<file path="src/rtl/conv_ctrl_axi_lite_v2.sv">
// conv_ctrl_axi_lite_v2: AXI4-Lite control/status slave for the 2D convolution
// pipeline. It holds the frame FSM, the frame counter and the per-tap coefficient
// shadows. The shadows are copied to filter_weights on each start pulse.
// Ports:
//   clk, rst_n           clock, asynchronous active-low reset
//   s_axi_control_*      AXI4-Lite slave (AW/W/B/AR/R)
//   tlast                last pixel of the current frame, from the datapath
//   start                one-cycle frame-start pulse
//   run                  high while a frame is in progress
//   filter_weights       active coefficients; tap k at [k*COEF_WIDTH +: COEF_WIDTH]
//   irq                  done_sticky & irq_en (only with CONV_CTRL_IRQ_EN)
// Optional feature macro: CONV_CTRL_IRQ_EN adds the irq port and CTRL bit3 irq_en.
module conv_ctrl_axi_lite_v2 #(
  parameter int unsigned DATA_WIDTH  = 32,
  parameter int unsigned ADDR_WIDTH  = 6,
  parameter int unsigned KERNEL_TAPS = 9,
  parameter int unsigned COEF_WIDTH  = 3
) (
  input  logic                              clk,
  input  logic                              rst_n,
  input  logic [ADDR_WIDTH-1:0]             s_axi_control_awaddr,
  input  logic                              s_axi_control_awvalid,
  output logic                              s_axi_control_awready,
  input  logic [DATA_WIDTH-1:0]             s_axi_control_wdata,
  input  logic [DATA_WIDTH/8-1:0]           s_axi_control_wstrb,
  input  logic                              s_axi_control_wvalid,
  output logic                              s_axi_control_wready,
  output logic [1:0]                        s_axi_control_bresp,
  output logic                              s_axi_control_bvalid,
  input  logic                              s_axi_control_bready,
  input  logic [ADDR_WIDTH-1:0]             s_axi_control_araddr,
  input  logic                              s_axi_control_arvalid,
  output logic                              s_axi_control_arready,
  output logic [DATA_WIDTH-1:0]             s_axi_control_rdata,
  output logic [1:0]                        s_axi_control_rresp,
  output logic                              s_axi_control_rvalid,
  input  logic                              s_axi_control_rready,
  input  logic                              tlast,
  output logic                              start,
  output logic                              run,
`ifdef CONV_CTRL_IRQ_EN
  output logic                              irq,
`endif
  output logic [KERNEL_TAPS*COEF_WIDTH-1:0] filter_weights
);
  localparam int unsigned IDX_W  = ADDR_WIDTH - 2;
  localparam int unsigned STRB_W = DATA_WIDTH / 8;
  localparam int unsigned FW_W   = KERNEL_TAPS * COEF_WIDTH;

  typedef enum logic [1:0] {S_IDLE = 2'd0, S_RUN = 2'd1, S_DONE = 2'd2} state_t;

  function automatic logic is_coef(input logic [IDX_W-1:0] idx);
    return (32'(idx) >= 32'd4) && (32'(idx) < 32'(4 + KERNEL_TAPS));
  endfunction

  state_t                  state, state_n;
  logic                    start_n;
  logic                    aw_held, w_held;
  logic [IDX_W-1:0]        aw_idx;
  logic [DATA_WIDTH-1:0]   wdata_q;
  logic [STRB_W-1:0]       wstrb_q;
  logic                    ctrl_en, ctrl_cont;
  logic                    done_sticky;
  logic [DATA_WIDTH-1:0]   frame_cnt;
  logic [COEF_WIDTH-1:0]   coef [KERNEL_TAPS];
  logic [FW_W-1:0]         coef_flat_c;
  logic [DATA_WIDTH-1:0]   rd_data_c;
  logic                    rd_err_c;
  logic [IDX_W-1:0]        ar_idx_c;
`ifdef CONV_CTRL_IRQ_EN
  logic                    ctrl_irq_en;
`endif

  // Handshake and decoded write events
  logic aw_fire_c, w_fire_c, ar_fire_c, do_write_c;
  logic wr_ctrl_c, abort_c, done_clr_c, fcnt_clr_c, wr_err_c, frame_inc_c;
  logic aw_held_n_c, w_held_n_c, bvalid_n_c, rvalid_n_c;

  assign aw_fire_c   = s_axi_control_awvalid & s_axi_control_awready;
  assign w_fire_c    = s_axi_control_wvalid & s_axi_control_wready;
  assign ar_fire_c   = s_axi_control_arvalid & s_axi_control_arready;
  assign do_write_c  = aw_held & w_held;
  assign wr_ctrl_c   = do_write_c && (aw_idx == IDX_W'(0)) && wstrb_q[0];
  assign abort_c     = wr_ctrl_c & wdata_q[2];
  assign done_clr_c  = do_write_c && (aw_idx == IDX_W'(1)) && wstrb_q[1] && wdata_q[8];
  assign fcnt_clr_c  = do_write_c && (aw_idx == IDX_W'(2));
  assign wr_err_c    = !((aw_idx < IDX_W'(3)) || is_coef(aw_idx));
  assign frame_inc_c = (state == S_RUN) && tlast && !abort_c;
  assign ar_idx_c    = s_axi_control_araddr[ADDR_WIDTH-1:2];

  // Ready flags are registered from the next-cycle holding state
  assign aw_held_n_c = do_write_c ? 1'b0 : (aw_held | aw_fire_c);
  assign w_held_n_c  = do_write_c ? 1'b0 : (w_held | w_fire_c);
  assign bvalid_n_c  = do_write_c | (s_axi_control_bvalid & ~s_axi_control_bready);
  assign rvalid_n_c  = ar_fire_c | (s_axi_control_rvalid & ~s_axi_control_rready);

  // Frame FSM next state; an abort write beats a coincident tlast
  always_comb begin
    state_n = state;
    start_n = 1'b0;
    unique case (state)
      S_IDLE: if (ctrl_en) begin
        state_n = S_RUN;
        start_n = 1'b1;
      end
      S_RUN: begin
        if (abort_c) state_n = S_IDLE;
        else if (tlast) begin
          if (ctrl_cont) start_n = 1'b1;
          else           state_n = S_DONE;
        end
      end
      S_DONE: if (!ctrl_en) state_n = S_IDLE;
      default: state_n = S_IDLE;
    endcase
  end

  always_ff @(posedge clk or negedge rst_n) begin
    if (!rst_n) begin
      state          <= S_IDLE;
      start          <= 1'b0;
      run            <= 1'b0;
      filter_weights <= '0;
    end else begin
      state <= state_n;
      start <= start_n;
      run   <= (state_n == S_RUN);
      if (start_n) filter_weights <= coef_flat_c;
    end
  end

  always_comb begin
    coef_flat_c = '0;
    for (int unsigned k = 0; k < KERNEL_TAPS; k++)
      coef_flat_c[k*COEF_WIDTH +: COEF_WIDTH] = coef[k];
  end

  // AW/W capture and B response
  always_ff @(posedge clk or negedge rst_n) begin
    if (!rst_n) begin
      aw_held               <= 1'b0;
      w_held                <= 1'b0;
      aw_idx                <= '0;
      wdata_q               <= '0;
      wstrb_q               <= '0;
      s_axi_control_awready <= 1'b0;
      s_axi_control_wready  <= 1'b0;
      s_axi_control_bvalid  <= 1'b0;
      s_axi_control_bresp   <= 2'b00;
    end else begin
      aw_held               <= aw_held_n_c;
      w_held                <= w_held_n_c;
      s_axi_control_bvalid  <= bvalid_n_c;
      s_axi_control_awready <= ~aw_held_n_c & ~bvalid_n_c;
      s_axi_control_wready  <= ~w_held_n_c & ~bvalid_n_c;
      if (aw_fire_c) aw_idx <= s_axi_control_awaddr[ADDR_WIDTH-1:2];
      if (w_fire_c) begin
        wdata_q <= s_axi_control_wdata;
        wstrb_q <= s_axi_control_wstrb;
      end
      if (do_write_c) s_axi_control_bresp <= wr_err_c ? 2'b10 : 2'b00;
    end
  end

  // Control, status, counter and coefficient shadow registers
  always_ff @(posedge clk or negedge rst_n) begin
    if (!rst_n) begin
      ctrl_en     <= 1'b0;
      ctrl_cont   <= 1'b0;
      done_sticky <= 1'b0;
      frame_cnt   <= '0;
      for (int unsigned k = 0; k < KERNEL_TAPS; k++) coef[k] <= '0;
    end else begin
      if (wr_ctrl_c) begin
        ctrl_en   <= wdata_q[0];
        ctrl_cont <= wdata_q[1];
      end
      done_sticky <= frame_inc_c | (done_sticky & ~done_clr_c);
      if (fcnt_clr_c)       frame_cnt <= DATA_WIDTH'(frame_inc_c);
      else if (frame_inc_c) frame_cnt <= frame_cnt + DATA_WIDTH'(1);
      for (int unsigned k = 0; k < KERNEL_TAPS; k++) begin
        if (do_write_c && (aw_idx == IDX_W'(4 + k))) begin
          for (int unsigned b = 0; b < COEF_WIDTH; b++)
            if (wstrb_q[b/8]) coef[k][b] <= wdata_q[b];
        end
      end
    end
  end

`ifdef CONV_CTRL_IRQ_EN
  always_ff @(posedge clk or negedge rst_n) begin
    if (!rst_n) begin
      ctrl_irq_en <= 1'b0;
      irq         <= 1'b0;
    end else begin
      if (wr_ctrl_c) ctrl_irq_en <= wdata_q[3];
      irq <= done_sticky & ctrl_irq_en;
    end
  end
`endif

  // Read mux
  always_comb begin
    rd_data_c = '0;
    rd_err_c  = 1'b0;
    if (ar_idx_c == IDX_W'(0)) begin
      rd_data_c[0] = ctrl_en;
      rd_data_c[1] = ctrl_cont;
`ifdef CONV_CTRL_IRQ_EN
      rd_data_c[3] = ctrl_irq_en;
`endif
    end else if (ar_idx_c == IDX_W'(1)) begin
      rd_data_c[1:0] = state;
      rd_data_c[8]   = done_sticky;
    end else if (ar_idx_c == IDX_W'(2)) begin
      rd_data_c = frame_cnt;
    end else if (ar_idx_c == IDX_W'(3)) begin
      rd_data_c = '0;
    end else if (is_coef(ar_idx_c)) begin
      for (int unsigned k = 0; k < KERNEL_TAPS; k++)
        if (ar_idx_c == IDX_W'(4 + k)) rd_data_c[COEF_WIDTH-1:0] = coef[k];
    end else begin
      rd_err_c = 1'b1;
    end
  end

  always_ff @(posedge clk or negedge rst_n) begin
    if (!rst_n) begin
      s_axi_control_rvalid  <= 1'b0;
      s_axi_control_arready <= 1'b0;
      s_axi_control_rdata   <= '0;
      s_axi_control_rresp   <= 2'b00;
    end else begin
      s_axi_control_rvalid  <= rvalid_n_c;
      s_axi_control_arready <= ~rvalid_n_c;
      if (ar_fire_c) begin
        s_axi_control_rdata <= rd_data_c;
        s_axi_control_rresp <= rd_err_c ? 2'b10 : 2'b00;
      end
    end
  end

  // Byte-offset address bits and unused data/strobe bits are intentionally ignored
  logic unused_bits;
  assign unused_bits = &{1'b0, s_axi_control_awaddr[1:0], s_axi_control_araddr[1:0],
                         wdata_q, wstrb_q};

endmodule

</file>
<file path="config.mk">
export PLATFORM = sky130hd
export DESIGN_NAME = conv_ctrl_axi_lite_v2
export DESIGN_NICKNAME = d
export VERILOG_FILES = /design/src/rtl/conv_ctrl_axi_lite_v2.sv
export SDC_FILE = /design/constraint.sdc
export NUM_CORES = 1
export LEC_CHECK = 0
export CAP_MARGIN = 25
export CORE_MARGIN = 5
export CORE_UTILIZATION = 55
export CTS_CLUSTER_DIAMETER = 80
export DETAILED_ROUTE_END_ITERATION = 10
export PLACE_DENSITY = 0.84
export SLEW_MARGIN = 20
export SYNTH_ARGS = -nofsm -noshare
export SYNTH_HDL_FRONTEND = slang
export SYNTH_SLANG_ARGS = --single-unit
</file>
<file path="constraint.sdc">
create_clock -name clk -period 4.05 [get_ports clk]
set_input_delay 0.405 -clock clk [delete_from_list [all_inputs] [get_ports clk]]
set_output_delay 0.405 -clock clk [all_outputs]
set_load 0.005 [all_outputs]
</file>
==> flow_metrics.py <==
metrics = {
    "status": {
        "outcome": "finished clean",
    },
    "sta": {
        "tns_ns": 0,
        "slew_viol_final": 0,
        "post-route-period-util_pct": 66.13,
        "fmax_ghz": 0.3734,
        "finClkSkew_ns": 0.01000,
        "rsz0062_at_grt": "false",
        "tightest_slew_ns": 1.011,
        "hold_violations": 0,
        "maxSlewHeadroom_pct": 32.59,
        "min_period_ns": 2.678,
        "setup_violations": 0,
    },
    "detailed_routing": {
        "drt-initial-drc-count": 478,
        "avgRoutedWirePerCell_um": 19.01,
        "drt_wl_total_um": 14810,
        "drtPass1Iterations": 5,
        "drc": 0,
        "vias": 4656,
        "drtAntennaViolNets": 0,
        "avgViaCountPerCell": 5.977,
    },
    "pwr": {
        "powerDensity_nw_per_um2": 596.0,
        "p_leak_nw": 3.534,
        "vdd_drop_max_mv": 0.4055,
    },
    "worst_setup_path": {
        "critical-path-max-stage-delay_ns": 0.64,
        "crit_type": "flip-flop to flip-flop",
        "path_cells": "and4bb_4 > a2111o_1 > or3_4 > or4_1 > a21oi_1",
        "worstSetupStartpointType": "flip-flop",
        "crit_fanout": 15,
        "path_buf_inv": 0,
        "arrival_ns": 3.03,
        "end_kind": "flip-flop",
        "cp_slowest_cell": "a2111o_1",
        "crit_family": "simple AND/OR/NAND/NOR gates",
        "cp.required_ns": 4.40,
    },
    "layout": {
        "drive_above_1_share_pct": 17.45,
        "n_antenna_cell": 0,
        "nNetsFinal": 680,
        "instances_no_fill": 779,
        "area_growth_pct": 26.27,
        "final_core_util_pct": 70.25,
    },
    "grt": {
        "grt_pass1_vias": 4828,
        "antenna_found_initial": 0,
        "grt_pass1_wl_um": 24440,
        "grt_max_degree": 110,
        "globalRouteOverflowTotal": 0,
        "grtUsageTotal_pct": 23.14,
    },
    "synthesis": {
        "syn_inst": 535,
        "synth-async-reset-ratio_pct": 100.0,
        "ys_top_cells_by_area": "dfrtp_1 (57%), mux2_2 (12%), a22o_1 (4.0%), xnor2_1 (2.4%), nand2_1 (2.1%)",
        "synth.top_cell.area_share_pct": 56.96,
        "synth-seq-cells": 144,
        "yosysTopAreaCell": "dfrtp_1",
        "syn_area_per_cell_sq_um": 11.82,
        "synth_edf_count": 0,
        "yosysWarnings": 0,
        "ys_types": 53,
        "ys.flop_type": "dfrtp_1",
        "synth-seq-area-share_pct": 56.96,
        "netlist_area_sq_um": 6326,
    },
    "clock_network": {
        "htree_levels": 4,
        "clock-sinks": 144,
        "cts_buffers": 17,
        "clk_pin_slew_ns": 0.06,
        "cts_tree": "done",
        "clock_latency_ns": 0.43,
        "cts_setup_buffers": 0,
        "cts-root-buf": "clkbuf_16",
        "clock_path_buffers": 2,
        "cts_resized": 0,
    },
    "placed_design": {
        "dp.cells": 745,
        "place.port_buffers": 89,
        "gp_congestion": 0.8612,
        "hpwl_um": 9844,
    },
    "die": {
        "die_y_um": 117.2,
        "die_area_sq_um": 13750,
        "io_pins": 126,
        "coreArea_sq_um": 11370,
        "start_util_pct": 55.64,
        "row_count": 39,
        "die_x_um": 117.2,
    },
    "run": {
        "maxCapViolCount": 0,
    },
    "min_path": {
        "hp-class": "input pin to asynchronous set/reset pin",
    },
}
final timing paths:
kind	slack [ns]	from	to	cells after the start
max	1.37	wdata_q[2]	frame_cnt[29]	5
min	0.44	rst_n	frame_cnt[12]	2
max reg2reg	1.37	wdata_q[2]	frame_cnt[29]	5
min reg2reg	0.48	s_axi_control_awready	s_axi_control_awready	1
max in group asynchronous	2.47	rst_n	s_axi_control_rdata[27]	4
min in group clk	0.48	s_axi_control_awready	s_axi_control_awready	1
cell type report:
cell class / count / area, sq um
multi-input cells: 353 / 2575
clock buffers: 18 / 439.2
repair buffers: 96 / 967.2
inverters: 11 / 41.29
clock inverters: 14 / 182.7
well taps: 143 / 178.9
fillers: 774 / 3382
flip-flops and latches: 144 / 3603
synth_stat cells (all sizes together) (11+ instances only):
| cell type | n |
|---|---|
| clkbuf | 20 |
| a21oi | 17 |
| nor2 | 36 |
| inv | 11 |
| dfrtp | 144 |
| nand2 | 36 |
| xnor2 | 17 |
| mux2 | 67 |
| o21ai | 16 |
| nor4 | 11 |
| a22o | 29 |
| nand3 | 16 |
per-layer routing:
| layer | global-route usage (%) | wire length, um | vias up | share of wire (%) |
|---|---|---|---|---|
| met5 | 0 | 0 | - | 0 |
| met1 | 29.43 | 6155 | 2321 | 42 |
| met2 | 37.52 | 7489 | 167 | 51 |
| li1 | - | - | 2131 | - |
| met3 | 5.707 | 800 | 37 | 5.4 |
| met4 | 10.63 | 364 | 0 | 2.5 |
sequential cells by signal (all words and copies together), names as in the netlist, 2 cells and up:
signal and count:
frame_cnt 32, s_axi_control_rdata 32, coef 27, filter_weights 27, aw_idx 4, wdata_q 4, state 2, wstrb_q 2
what timing repair did:
action	CTS	global route
endpoints found under the hold margin	0	36
setup endpoints to repair	0	0
hold buffers	0	1
cell usage in the layout, fill, tap and decap left out, types with 5 or more instances in the layout:
| cell type | count |
|---|---|
| o31ai_1 | 5 |
| a21oi_1 | 17 |
| nor4_1 | 10 |
| inv_1 | 11 |
| nor2b_1 | 9 |
| clkbuf_16 | 17 |
| o21ai_0 | 15 |
| dfrtp_1 | 144 |
| nand2b_1 | 7 |
| or3_1 | 6 |
| nand3_1 | 16 |
| and3_1 | 7 |
| mux2i_1 | 6 |
| nand2_1 | 36 |
| nor2_1 | 36 |
| mux2_2 | 67 |
| clkinv_4 | 5 |
| clkdlybuf4s50_1 | 88 |
| xnor2_1 | 17 |
| a22o_1 | 29 |
| buf_4 | 5 |
| nor3_1 | 6 |
| xor2_1 | 5 |
| nand4_1 | 5 |
stage by stage:
stage | instance area, sq um | hold slack [ns] | setup WS [ns] | power (mW)
after global placement | 7328 | 0.4688 | 1.270 | 3.071
after global routing | 7988 | 0.4652 | 1.277 | 4.978
after floorplan | 6330 | 0.1094 | 1.788 | 2.588
after CTS | 7950 | 0.1365 | 1.405 | 4.780
final | 7988 | 0.4403 | 1.372 | 4.760
after detailed placement | 7328 | 0.4808 | 1.221 | 3.135
worst reg2reg max path, cell delays in order (launching register included):
cell and delay, ns:
dfrtp_1 0.53, and4bb_4 0.32, a2111o_1 0.64, or3_4 0.45, or4_1 0.52, a21oi_1 0.15
cell families (layout without fill, tap and decap cells):
logic type	Yosys count	in the layout	synth area share (%)
buffers and inverters	39	139	2.492
muxes	73	73	12.88
and+or+nand+nor	159	159	13.33
xor gates and xnor gates	22	22	3.046
adders and majority gates	1	1	0.1978
DFF	144	144	56.96
other	1	2	0.05928
AOI/OAI and AO/OA	96	96	11.04
where the power goes:
part           leakage (nW)  internal, mW  total (mW)  switching, mW
clock                 0.299         0.995        1.62          0.629
sequential             1.94          1.76        2.11          0.351
combinational          1.30         0.617        1.02          0.406
Note: power is estimated with default switching activity, not from simulation.
